$ cat config.mk
export PLATFORM = sky130hd
export DESIGN_NAME = keyreg_multi
export DESIGN_NICKNAME = d
export VERILOG_FILES = /design/src/rtl/keyreg_pkg.sv /design/src/rtl/keyreg_op_decode.sv /design/src/rtl/keyreg_multi.sv
export SDC_FILE = /design/constraint.sdc
export NUM_CORES = 1
export LEC_CHECK = 0
export ABC_AREA = 0
export BUFFER_PORTS_ARGS = -buffer_cell sky130_fd_sc_hd__buf_4
export CAP_MARGIN = 40
export CORE_ASPECT_RATIO = 1.1
export CORE_MARGIN = 3
export CORE_UTILIZATION = 47
export DETAILED_ROUTE_END_ITERATION = 8
export HOLD_SLACK_MARGIN = 0.05
export MAX_ROUTING_LAYER = met4
export PLACE_DENSITY = 0.75
export SYNTH_ARGS = -nofsm -noshare
export SYNTH_HDL_FRONTEND = slang
export SYNTH_HIERARCHICAL = 1
export SYNTH_SLANG_ARGS = --single-unit
$ cat constraint.sdc
create_clock -name clock -period 2.1 [get_ports clock]
set_input_delay 0.42 -clock clock [delete_from_list [all_inputs] [get_ports clock]]
set_output_delay 0.42 -clock clock [all_outputs]
set_load 0.02 [all_outputs]
$ cat src/rtl/keyreg_pkg.sv
// Shared types and helpers for the keypad key-entry buffer.
// Optional key validation is enabled by KEYREG_DIGIT_CHECK_EN.
package keyreg_pkg;

    localparam int unsigned KEY_DIGIT_MAX = 9;

    typedef enum logic [2:0] {
        OP_NONE,
        OP_CLEAR,
        OP_OVERWRITE,
        OP_SHIFT,
        OP_BKSP
    } op_e;

    function automatic int unsigned count_width(input int unsigned n);
        return $clog2(n + 1);
    endfunction

endpackage

$ cat src/rtl/keyreg_op_decode.sv
// Priority decode of clear/shift/backspace into one buffer operation.
// Key range check is compiled in only with KEYREG_DIGIT_CHECK_EN.
module keyreg_op_decode
    import keyreg_pkg::*;
#(
    parameter int DIGIT_W = 4
) (
    input  logic               clear,
    input  logic               shift,
    input  logic               backspace,
    input  logic [DIGIT_W-1:0] key,
    output op_e                op,
    output logic               reject_next
);

    logic key_ok;

`ifdef KEYREG_DIGIT_CHECK_EN
    assign key_ok = (key <= DIGIT_W'(KEY_DIGIT_MAX));
`else
    logic unused_key;
    assign unused_key = ^key;
    assign key_ok     = 1'b1;
`endif

    always_comb begin
        op          = OP_NONE;
        reject_next = 1'b0;
        if (clear) begin
            op = OP_CLEAR;
        end else if (shift) begin
            // a refused key drops the whole operation, backspace included
            if (!key_ok) begin
                reject_next = 1'b1;
            end else if (backspace) begin
                op = OP_OVERWRITE;
            end else begin
                op = OP_SHIFT;
            end
        end else if (backspace) begin
            op = OP_BKSP;
        end
    end

endmodule

$ cat src/rtl/keyreg_multi.sv
// Key-entry shift buffer with backspace, clear, digit counter and flags.
// Define KEYREG_DIGIT_CHECK_EN to refuse non-decimal keys and drive reject.
module keyreg_multi
    import keyreg_pkg::*;
#(
    parameter int NUM_DIGITS = 4,
    parameter int DIGIT_W    = 4
) (
    input  logic                                  clock,
    input  logic                                  reset,
    input  logic                                  shift,
    input  logic [DIGIT_W-1:0]                    key,
    input  logic                                  backspace,
    input  logic                                  clear,
    output logic [NUM_DIGITS*DIGIT_W-1:0]         key_buffer,
    output logic [count_width(NUM_DIGITS)-1:0]    digit_count,
    output logic                                  full,
    output logic                                  done,
    output logic                                  reject
);

    localparam int CNT_W = count_width(NUM_DIGITS);
    localparam logic [CNT_W-1:0] CNT_FULL = CNT_W'(NUM_DIGITS);

    op_e              op;
    logic             reject_next;

    logic [DIGIT_W-1:0] slot_q [NUM_DIGITS];
    logic [DIGIT_W-1:0] slot_d [NUM_DIGITS];
    logic [CNT_W-1:0]   count_q, count_d;
    logic               done_q, done_d;

    keyreg_op_decode #(
        .DIGIT_W     (DIGIT_W)
    ) u_decode (
        .clear       (clear),
        .shift       (shift),
        .backspace   (backspace),
        .key         (key),
        .op          (op),
        .reject_next (reject_next)
    );

    always_comb begin
        slot_d  = slot_q;
        count_d = count_q;
        unique case (op)
            OP_CLEAR: begin
                for (int i = 0; i < NUM_DIGITS; i++) begin
                    slot_d[i] = '0;
                end
                count_d = '0;
            end
            OP_OVERWRITE: begin
                slot_d[0] = key;
                if (count_q == '0) begin
                    count_d = CNT_W'(1);
                end
            end
            OP_SHIFT: begin
                for (int i = 1; i < NUM_DIGITS; i++) begin
                    slot_d[i] = slot_q[i-1];
                end
                slot_d[0] = key;
                if (count_q != CNT_FULL) begin
                    count_d = count_q + CNT_W'(1);
                end
            end
            OP_BKSP: begin
                for (int i = 0; i < NUM_DIGITS - 1; i++) begin
                    slot_d[i] = slot_q[i+1];
                end
                slot_d[NUM_DIGITS-1] = '0;
                if (count_q != '0) begin
                    count_d = count_q - CNT_W'(1);
                end
            end
            default: begin
            end
        endcase
    end

    // only a rising transition into full fires done
    assign done_d = (count_d == CNT_FULL) && (count_q != CNT_FULL);

    always_ff @(posedge clock or posedge reset) begin
        if (reset) begin
            for (int i = 0; i < NUM_DIGITS; i++) begin
                slot_q[i] <= '0;
            end
            count_q <= '0;
            done_q  <= 1'b0;
        end else begin
            slot_q  <= slot_d;
            count_q <= count_d;
            done_q  <= done_d;
        end
    end

`ifdef KEYREG_DIGIT_CHECK_EN
    logic reject_q, reject_d;

    assign reject_d = reject_next;

    always_ff @(posedge clock or posedge reset) begin
        if (reset) begin
            reject_q <= 1'b0;
        end else begin
            reject_q <= reject_d;
        end
    end

    assign reject = reject_q;
`else
    logic unused_reject;
    assign unused_reject = reject_next;
    assign reject        = 1'b0;
`endif

    for (genvar g = 0; g < NUM_DIGITS; g++) begin : g_pack
        assign key_buffer[g*DIGIT_W +: DIGIT_W] = slot_q[g];
    end

    assign digit_count = count_q;
    assign full        = (count_q == CNT_FULL);
    assign done        = done_q;

endmodule

==> impl_metrics.json, run 1 <==
{
  "peakVddDrop_v": 0.000505,
  "holdBufCountCts": 0,
  "grt_max_degree": 22,
  "clkSinkCount": 20,
  "rsz0062_at_grt": "false",
  "antenna_found_initial": 0,
  "syn-num-nets": 146,
  "worstSkewPairLatency_ps": 320,
  "hold_viol_final": 0,
  "die_area_sq_um": 3220,
  "first_pass_iters": 4,
  "r2r_start": "digit_count[0]",
  "path_max_fanout": 3,
  "grt_pass1_wl_mm": 5.12,
  "cts.htree.levels": 1,
  "ctsRootBufferMaster": "clkbuf_4",
  "start_util_pct": 51.7,
  "pin_count": 31,
  "nNetsFinal": 183,
  "netlist_instances": 133,
  "multi_input_area_sq_um": 662,
  "layout-drive-gt1-share_pct": 34.3,
  "via_per_inst": 6.02,
  "synthToLayoutAreaGrowth_pct": 32.6,
  "cts_tree": "built",
  "vias": 1197,
  "io_buffer_count": 29,
  "wl_per_cell_microns": 16.2,
  "arrival_ps": 2190,
  "gp_congestion": 0.799,
  "netlist_area_sq_um": 1210,
  "grt_pass1_vias": 1122,
  "grt-ovfl-total": 0,
  "core.rowCount": 18,
  "finClkSkew_ps": 0.908,
  "hold_class": "primary input to async pin",
  "leakage_nw": 0.776,
  "maxCapViolCount": 0,
  "first_iter_violations": 40,
  "path_class": "flop to flop",
  "ys_warn_count": 6,
  "diodes": 0,
  "die_x_microns": 54.4,
  "dp.cells": 195,
  "setup_viol": 0,
  "p_per_area_nw_per_um2": 696,
  "outcome": "finished, final reports clean",
  "tightest_slew_ps": 556,
  "avgSynthCellArea_sq_um": 9.11,
  "seq_area_sq_um": 503,
  "routed_wl_mm": 3.22,
  "post-route-min-period_ps": 1970,
  "worst_setup_path_start_kind": "flop",
  "die_h_microns": 59.2,
  "place_hpwl_mm": 2.33,
  "required_ps": 2330,
  "clock_path_buffers": 2,
  "nFillCells": 203,
  "coreArea_sq_um": 2340,
  "fmax_ghz": 0.509,
  "drc": 0,
  "cts-buffers-inserted": 3,
  "critPathCaptureType": "flop",
  "startpoint": "digit_count[0]",
  "r2r_cells": 9,
  "ant_nets": 0,
  "period_share_pct": 93.6,
  "relSlewSlack_pct": 62.7,
  "setup_tns_ps": 0,
  "final_cell_count_no_fill": 199,
  "grt_usage_pct": 22.2,
  "final_max_slew_viol_count": 0,
  "clkTransAtPathRegs_ps": 120
}
==> flip-flops by register name (all words and copies together) (netlist names) <==
name         count
key_buffer      16
digit_count      3
done             1
==> area by class of cell <==
| class | count | share of cell area [%] |
|---|---|---|
| clock buffers | 3 | 1.40 |
| repair buffers | 43 | 20.1 |
| flip-flops and latches | 20 | 31.3 |
| inverters | 7 | 1.79 |
| multi-input cells | 95 | 41.2 |
| well taps | 30 | 2.34 |
| clock inverters | 1 | 1.87 |
==> metrics by stage <==
stage | setup slack (ps) | power, mW | hold WS, ps | instance area (sq um) | util [%]
2_1_floorplan | 30.2 | 0.657 | 384 | 1230 | -
3_3_place_gp | 18.4 | 0.777 | 467 | 1530 | 65.5
3_5_place_dp | 15.4 | 0.790 | 472 | 1530 | 65.5
4_1_cts | 1.03 | 1.12 | 109 | 1590 | 67.7
5_1_grt | 22.1 | 1.18 | 108 | 1610 | 68.6
6_report | 134 | 1.12 | 109 | 1610 | 68.6
==> path summary, 6_finish.rpt <==
| path | endpoint | slack (ps) |
|---|---|---|
| setup reg to reg | done | 130 |
| hold reg to reg | key_buffer[14] | 550 |
| min in group clock | key_buffer[0] | 400 |
| setup / recovery | done | 130 |
| max in group asynchronous | digit_count[0] | 1770 |
| hold / removal | digit_count[2] | 110 |
==> power breakdown <==
group          switching [mW]  leakage (nW)  internal (mW)
registers              0.0371         0.263          0.418
logic                   0.187         0.485          0.150
clock network           0.133        0.0279          0.193
total                   0.357         0.776          0.762
==> routing by layer <==
layer | vias up | track usage [%] | routed length [microns]
met5 | - | - | 0
li1 | 566 | - | -
met3 | 5 | 1.76 | 154
met1 | 583 | 28.9 | 1340
met4 | 0 | 11.0 | 55
met2 | 43 | 34.4 | 1670
==> placed cells by master (no fill, tap or decap), drive strengths merged, types with 2 or more instances in the layout <==
| cell type | count |
|---|---|
| ha | 4 |
| buf | 43 |
| nand2 | 26 |
| a21o | 2 |
| and2 | 2 |
| inv | 7 |
| or2 | 3 |
| a22o | 5 |
| dfrtp | 20 |
| a31oi | 14 |
| clkbuf | 3 |
| nor2b | 2 |
| nand2b | 3 |
| o21ai | 3 |
| nor2 | 3 |
| a221oi | 12 |
| nor4 | 2 |
==> critical path: stages (launching register included) <==
cell	delay, ps
dfrtp_2	440
inv_4	80
ha_4	130
nor2b_4	140
inv_1	60
ha_1	260
nor4b_1	40
a31o_2	230
a211o_1	310
a2111oi_4	180
==> what timing repair did <==
item | CTS | global route
setup endpoints to repair | 0 | 1
resized for setup | 0 | 4
setup buffers | 0 | 0
endpoints found under the hold margin | 0 | 0
(Power assumes the default switching activity.)
==> run 2, diff against run 1 <==
--- a/config.mk
+++ b/config.mk
@@ -14,7 +14,7 @@
 export DETAILED_ROUTE_END_ITERATION = 8
 export HOLD_SLACK_MARGIN = 0.05
 export MAX_ROUTING_LAYER = met4
-export PLACE_DENSITY = 0.75
+export PLACE_DENSITY = 0.85
 export SYNTH_ARGS = -nofsm -noshare
 export SYNTH_HDL_FRONTEND = slang
 export SYNTH_HIERARCHICAL = 1
==> run 2 against run 1 <==
  * First-iteration DRC count grew 5.0%
  * Sequential share of layout area grew 1.1 points
  * Wire length shrank 1.2%
  * Design area shrank 3.3%
  * Non-clock buffer count shrank 1
  * Critical endpoint unchanged
==> impl_metrics.json, run 2 (synthesized netlist as in run 1, its figures left out) <==
{
  "place_hpwl_mm": 2.36,
  "wl_per_cell_microns": 16.1,
  "cts.htree.levels": 1,
  "grt_pass1_wl_mm": 5.18,
  "ctsRootBufferMaster": "clkbuf_4",
  "diodes": 0,
  "hold_class": "primary input to async pin",
  "total_power_uw": 978,
  "rsz0062_at_grt": "false",
  "start_util_pct": 51.7,
  "cts-buffers-inserted": 3,
  "grt_pass1_vias": 1132,
  "final_common_cell": "buf_4",
  "final_cell_mix": "buf_4 (42), nand2_1 (26), dfrtp_1 (18)",
  "path_max_fanout": 3,
  "nNetsFinal": 182,
  "setup_tns_ps": 0,
  "pin_count": 31,
  "final_cell_count_no_fill": 198,
  "first_pass_iters": 4,
  "finClkSkew_ps": 2.45,
  "gp_congestion": 0.928,
  "clock_path_buffers": 2,
  "grt_max_degree": 26,
  "maxCapViolCount": 0,
  "p_per_area_nw_per_um2": 630,
  "coreArea_sq_um": 2340,
  "leakage_nw": 0.751,
  "critPathCaptureType": "flop",
  "finalHoldWorstSlack_ps": 240,
  "post-route-min-period_ps": 1980,
  "dp.cells": 194,
  "drc": 0,
  "period_share_pct": 94.5,
  "die_h_microns": 59.2,
  "synthToLayoutAreaGrowth_pct": 28.2,
  "r2r_setup_slack_ps": 120,
  "vias": 1183,
  "grt-ovfl-total": 0,
  "clkTransAtPathRegs_ps": 110,
  "tightest_slew_ps": 748,
  "worstSkewPairLatency_ps": 300,
  "arrival_ps": 2180,
  "outcome": "finished, final reports clean",
  "worst_setup_path_start_kind": "flop",
  "largest_reg_flops": 16,
  "via_per_inst": 5.97,
  "clkSinkCount": 20,
  "grt_usage_pct": 22.8,
  "hold_viol_final": 0,
  "final_max_slew_viol_count": 0,
  "io_buffer_count": 29,
  "required_ps": 2300,
  "antenna_found_initial": 0,
  "setup_viol": 0,
  "ant_nets": 0,
  "core.rowCount": 18,
  "path_class": "flop to flop",
  "fmax_ghz": 0.504,
  "relSlewSlack_pct": 50.1,
  "die_area_sq_um": 3220,
  "holdBufCountCts": 0,
  "first_iter_violations": 42,
  "layout-drive-gt1-share_pct": 32.7,
  "routed_wl_mm": 3.18,
  "cts_tree": "built",
  "die_x_microns": 54.4,
  "peakVddDrop_v": 0.000541
}
-- run 2: changes by cell type in the layout (fill, tap and decap cells not counted) --
cell       before  now
clkbuf_1        0    1
inv_1           5    6
buf_4          43   42
bufinv_16       1    0
a2111oi_4       1    0
inv_4           1    0
nor2b_4         1    0
a2111oi_2       0    1
nor2b_2         0    1
-- run 2: layout make-up --
type | count | area [sq um]
Clock buffer | 4 | 26.3
Fill cell | 207 | 790
Inverter | 7 | 26.3
Multi-Input combinational cell | 95 | 644
Sequential cell | 20 | 503
Tap cell | 30 | 37.5
Timing Repair Buffer | 42 | 315
-- run 2: metal layers --
metal  global-route usage (%)  wire length, microns  up-vias
met5                        -                     0        -
met4                     7.47                    27        0
met3                     2.27                   178        4
met2                     34.5                  1560       41
met1                     31.8                  1410      578
li1                         -                     -      560
-- run 2: what timing repair did --
item / CTS / global route
setup endpoints to repair: 0 / 1
buffers inserted: 0 / 0
gates resized for setup: 0 / 0
-- run 2: worst max-delay path, cell delays in order (launching register included) --
cell and delay, ps:
dfrtp_2 430, inv_2 100, ha_4 140, nor2b_2 140, inv_1 60, ha_1 270, nor4b_1 40, a31o_2 230
a211o_1 260, a2111oi_2 210
-- run 2: where the power goes --
part	total, mW	switching, mW	internal, mW
Sequential	0.456	0.0373	0.418
Combinational	0.332	0.187	0.145
Clock	0.190	0.116	0.0740
-- run 2: per-stage QoR --
| step | utilization (%) | cell area (sq um) | worst slack, ps |
|---|---|---|---|
| after global routing | 66.3 | 1550 | 13.0 |
| after floorplan | - | 1230 | 30.2 |
| after detailed placement | 65.2 | 1530 | 39.9 |
| final | 66.3 | 1550 | 116 |
| after global placement | 65.2 | 1530 | 91.6 |
| after CTS | 66.3 | 1550 | 9.69 |
-- run 2: path summary, 6_finish.rpt --
kind	from	endpoint	cells past startpoint
max in group asynchronous	reset	digit_count[1]	2
setup reg to reg	digit_count[0]	done	9
hold / removal	reset	key_buffer[12]	2
setup / recovery	digit_count[0]	done	9
hold reg to reg	key_buffer[13]	key_buffer[13]	1
min in group clock	key[0]	key_buffer[0]	3
==> run 3, diff against run 2 <==
==> constraint.sdc (replaced) <==
create_clock -name clock -period 1.7 [get_ports clock]
set_input_delay 0.34 -clock clock [delete_from_list [all_inputs] [get_ports clock]]
set_output_delay 0.34 -clock clock [all_outputs]
set_load 0.02 [all_outputs]
==> run 3 against run 2 <==
  * The flow now finishes with violations (negative setup slack)
  * Maximum frequency down 3.1%
  * Clock skew up 4.5 ps
  * Sequential share of layout area down 4.2 points
  * Non-clock buffer count up 17
  * Worst setup slack worse by 460 ps
  * Critical path type unchanged
  * Wire length up 20%
  * Power up 40%
  * Design area up 15%
  * Global-route usage up 1.4 points
==> impl_metrics.json, run 3 (synthesized netlist as in run 1, its figures left out) <==
{
  "pin_count": 31,
  "stdcell_area_sq_um": 1780,
  "final_common_cell": "buf_4",
  "grt_pass1_vias": 1180,
  "worst_setup_path_start_kind": "flop",
  "hold_class": "primary input to async pin",
  "ant_nets": 0,
  "place_hpwl_mm": 2.46,
  "period_share_pct": 120,
  "fin_ws_ps": -346,
  "vias": 1310,
  "die_area_sq_um": 3220,
  "final_cell_mix": "buf_4 (54), nand2_1 (26), dfrtp_1 (18)",
  "synthToLayoutAreaGrowth_pct": 47.1,
  "clkTransAtPathRegs_ps": 110,
  "final_max_slew_viol_count": 0,
  "first_iter_violations": 68,
  "p_per_area_nw_per_um2": 768,
  "hold_viol_final": 0,
  "grt_max_degree": 26,
  "layout-drive-gt1-share_pct": 43.8,
  "critPathCaptureType": "flop",
  "cts_tree": "built",
  "fmax_ghz": 0.489,
  "holdBufCountCts": 0,
  "drc": 0,
  "io_buffer_count": 29,
  "rsz0062_at_grt": "true",
  "finClkSkew_ps": 6.97,
  "diodes": 0,
  "seq_area_sq_um": 503,
  "wl_per_cell_microns": 17.8,
  "arrival_ps": 2210,
  "worstSkewPairLatency_ps": 300,
  "via_per_inst": 6.09,
  "ctsRootBufferMaster": "clkbuf_4",
  "r2r_start": "digit_count[1]",
  "outcome": "complete, but fails checks",
  "gp_congestion": 0.979,
  "wl_met1_mm": 1.53,
  "nNetsFinal": 199,
  "clock_path_buffers": 2,
  "required_ps": 1870,
  "dr_wl_met2_mm": 1.95,
  "place_area_sq_um": 1610,
  "violations": "negative setup slack",
  "wl_met3_microns": 228,
  "leakage_nw": 0.856,
  "antenna_found_initial": 0,
  "grt_pass1_wl_mm": 5.63,
  "cts-buffers-inserted": 3,
  "core.rowCount": 18,
  "path_max_fanout": 2,
  "first_pass_iters": 4,
  "grt-ovfl-total": 0,
  "largest_reg_flops": 16,
  "peakVddDrop_v": 0.000600,
  "top_layer": "met4",
  "r2r-end": "done",
  "coreArea_sq_um": 2340,
  "die_h_microns": 59.2,
  "clkSinkCount": 20,
  "setup_viol": 4,
  "path_class": "flop to flop",
  "post-route-min-period_ps": 2050,
  "maxCapViolCount": 0,
  "multi_input_area_sq_um": 727,
  "die_x_microns": 54.4,
  "start_util_pct": 51.7,
  "nFillCells": 171,
  "r2r_setup_slack_ps": -350,
  "cts.htree.levels": 1,
  "routed_wl_mm": 3.82,
  "dpl_worst_slack_ps": -290,
  "grt_usage_pct": 24.1,
  "r2r_cells": 9
}
## run 3: cell count changes in the layout (fill, tap and decap cells not counted), moves of 2 or more
cell,change
inv_1,-2
buf_4,+12
buf_6,+5
inv_2,+2
ha_4,+2
ha_1,-2
## run 3: cell type report
type,instances,area share (%)
Timing Repair Buffer,59,25.9
Sequential cell,20,28.2
Inverter,7,1.47
Clock buffer,4,1.47
Multi-Input combinational cell,95,40.8
Tap cell,30,2.11
## run 3: how the worst max path moves through the flow
stage | startpoint | endpoint | slack [ps] | cells past startpoint
CTS | digit_count[0] | done | -300 | 9
detailed placement | digit_count[0] | done | -290 | 9
global route | digit_count[1] | digit_count[0] | -400 | 9
global placement | digit_count[1] | done | -180 | 9
floorplan | digit_count[0] | done | -260 | 9
finish | digit_count[1] | done | -350 | 9
## run 3: where the power goes
group | total [mW] | switching (mW) | internal (mW)
logic | 0.571 | 0.292 | 0.279
registers | 0.565 | 0.0485 | 0.517
clock network | 0.233 | 0.141 | 0.0914
total | 1.37 | 0.482 | 0.887
## run 3: timing repair
| item | 4_1_cts | 5_1_grt |
|---|---|---|
| endpoints found under the setup margin | 4 | 5 |
| setup buffers | 4 | 4 |
| pin swaps | 0 | 4 |
| gates resized for setup | 5 | 12 |
## run 3: per-layer routing
layer | vias to the layer above | track usage, %
met5 | - | -
met1 | 638 | 34.0
met3 | 12 | 1.51
met2 | 64 | 37.6
li1 | 596 | -
met4 | 0 | 6.41
## run 3: through the flow
step	power (mW)	TNS, ps	std cells	util [%]	hold slack, ps
after floorplan	0.819	-350	133	-	304
after detailed placement	1.02	-2300	204	68.6	385
final	1.37	-920	215	76.1	46.1
after CTS	1.30	-654	212	72.1	54.1
after global routing	1.43	-1120	215	76.1	62.2
after global placement	0.999	-1020	204	68.6	384
## run 3: worst max-delay path: stages (launching register included)
cell	delay, ps
dfrtp_2	420
inv_2	100
ha_4	140
nor2b_4	160
inv_2	60
ha_4	210
nor4b_1	420
a31o_2	180
a211o_1	160
a2111oi_4	50
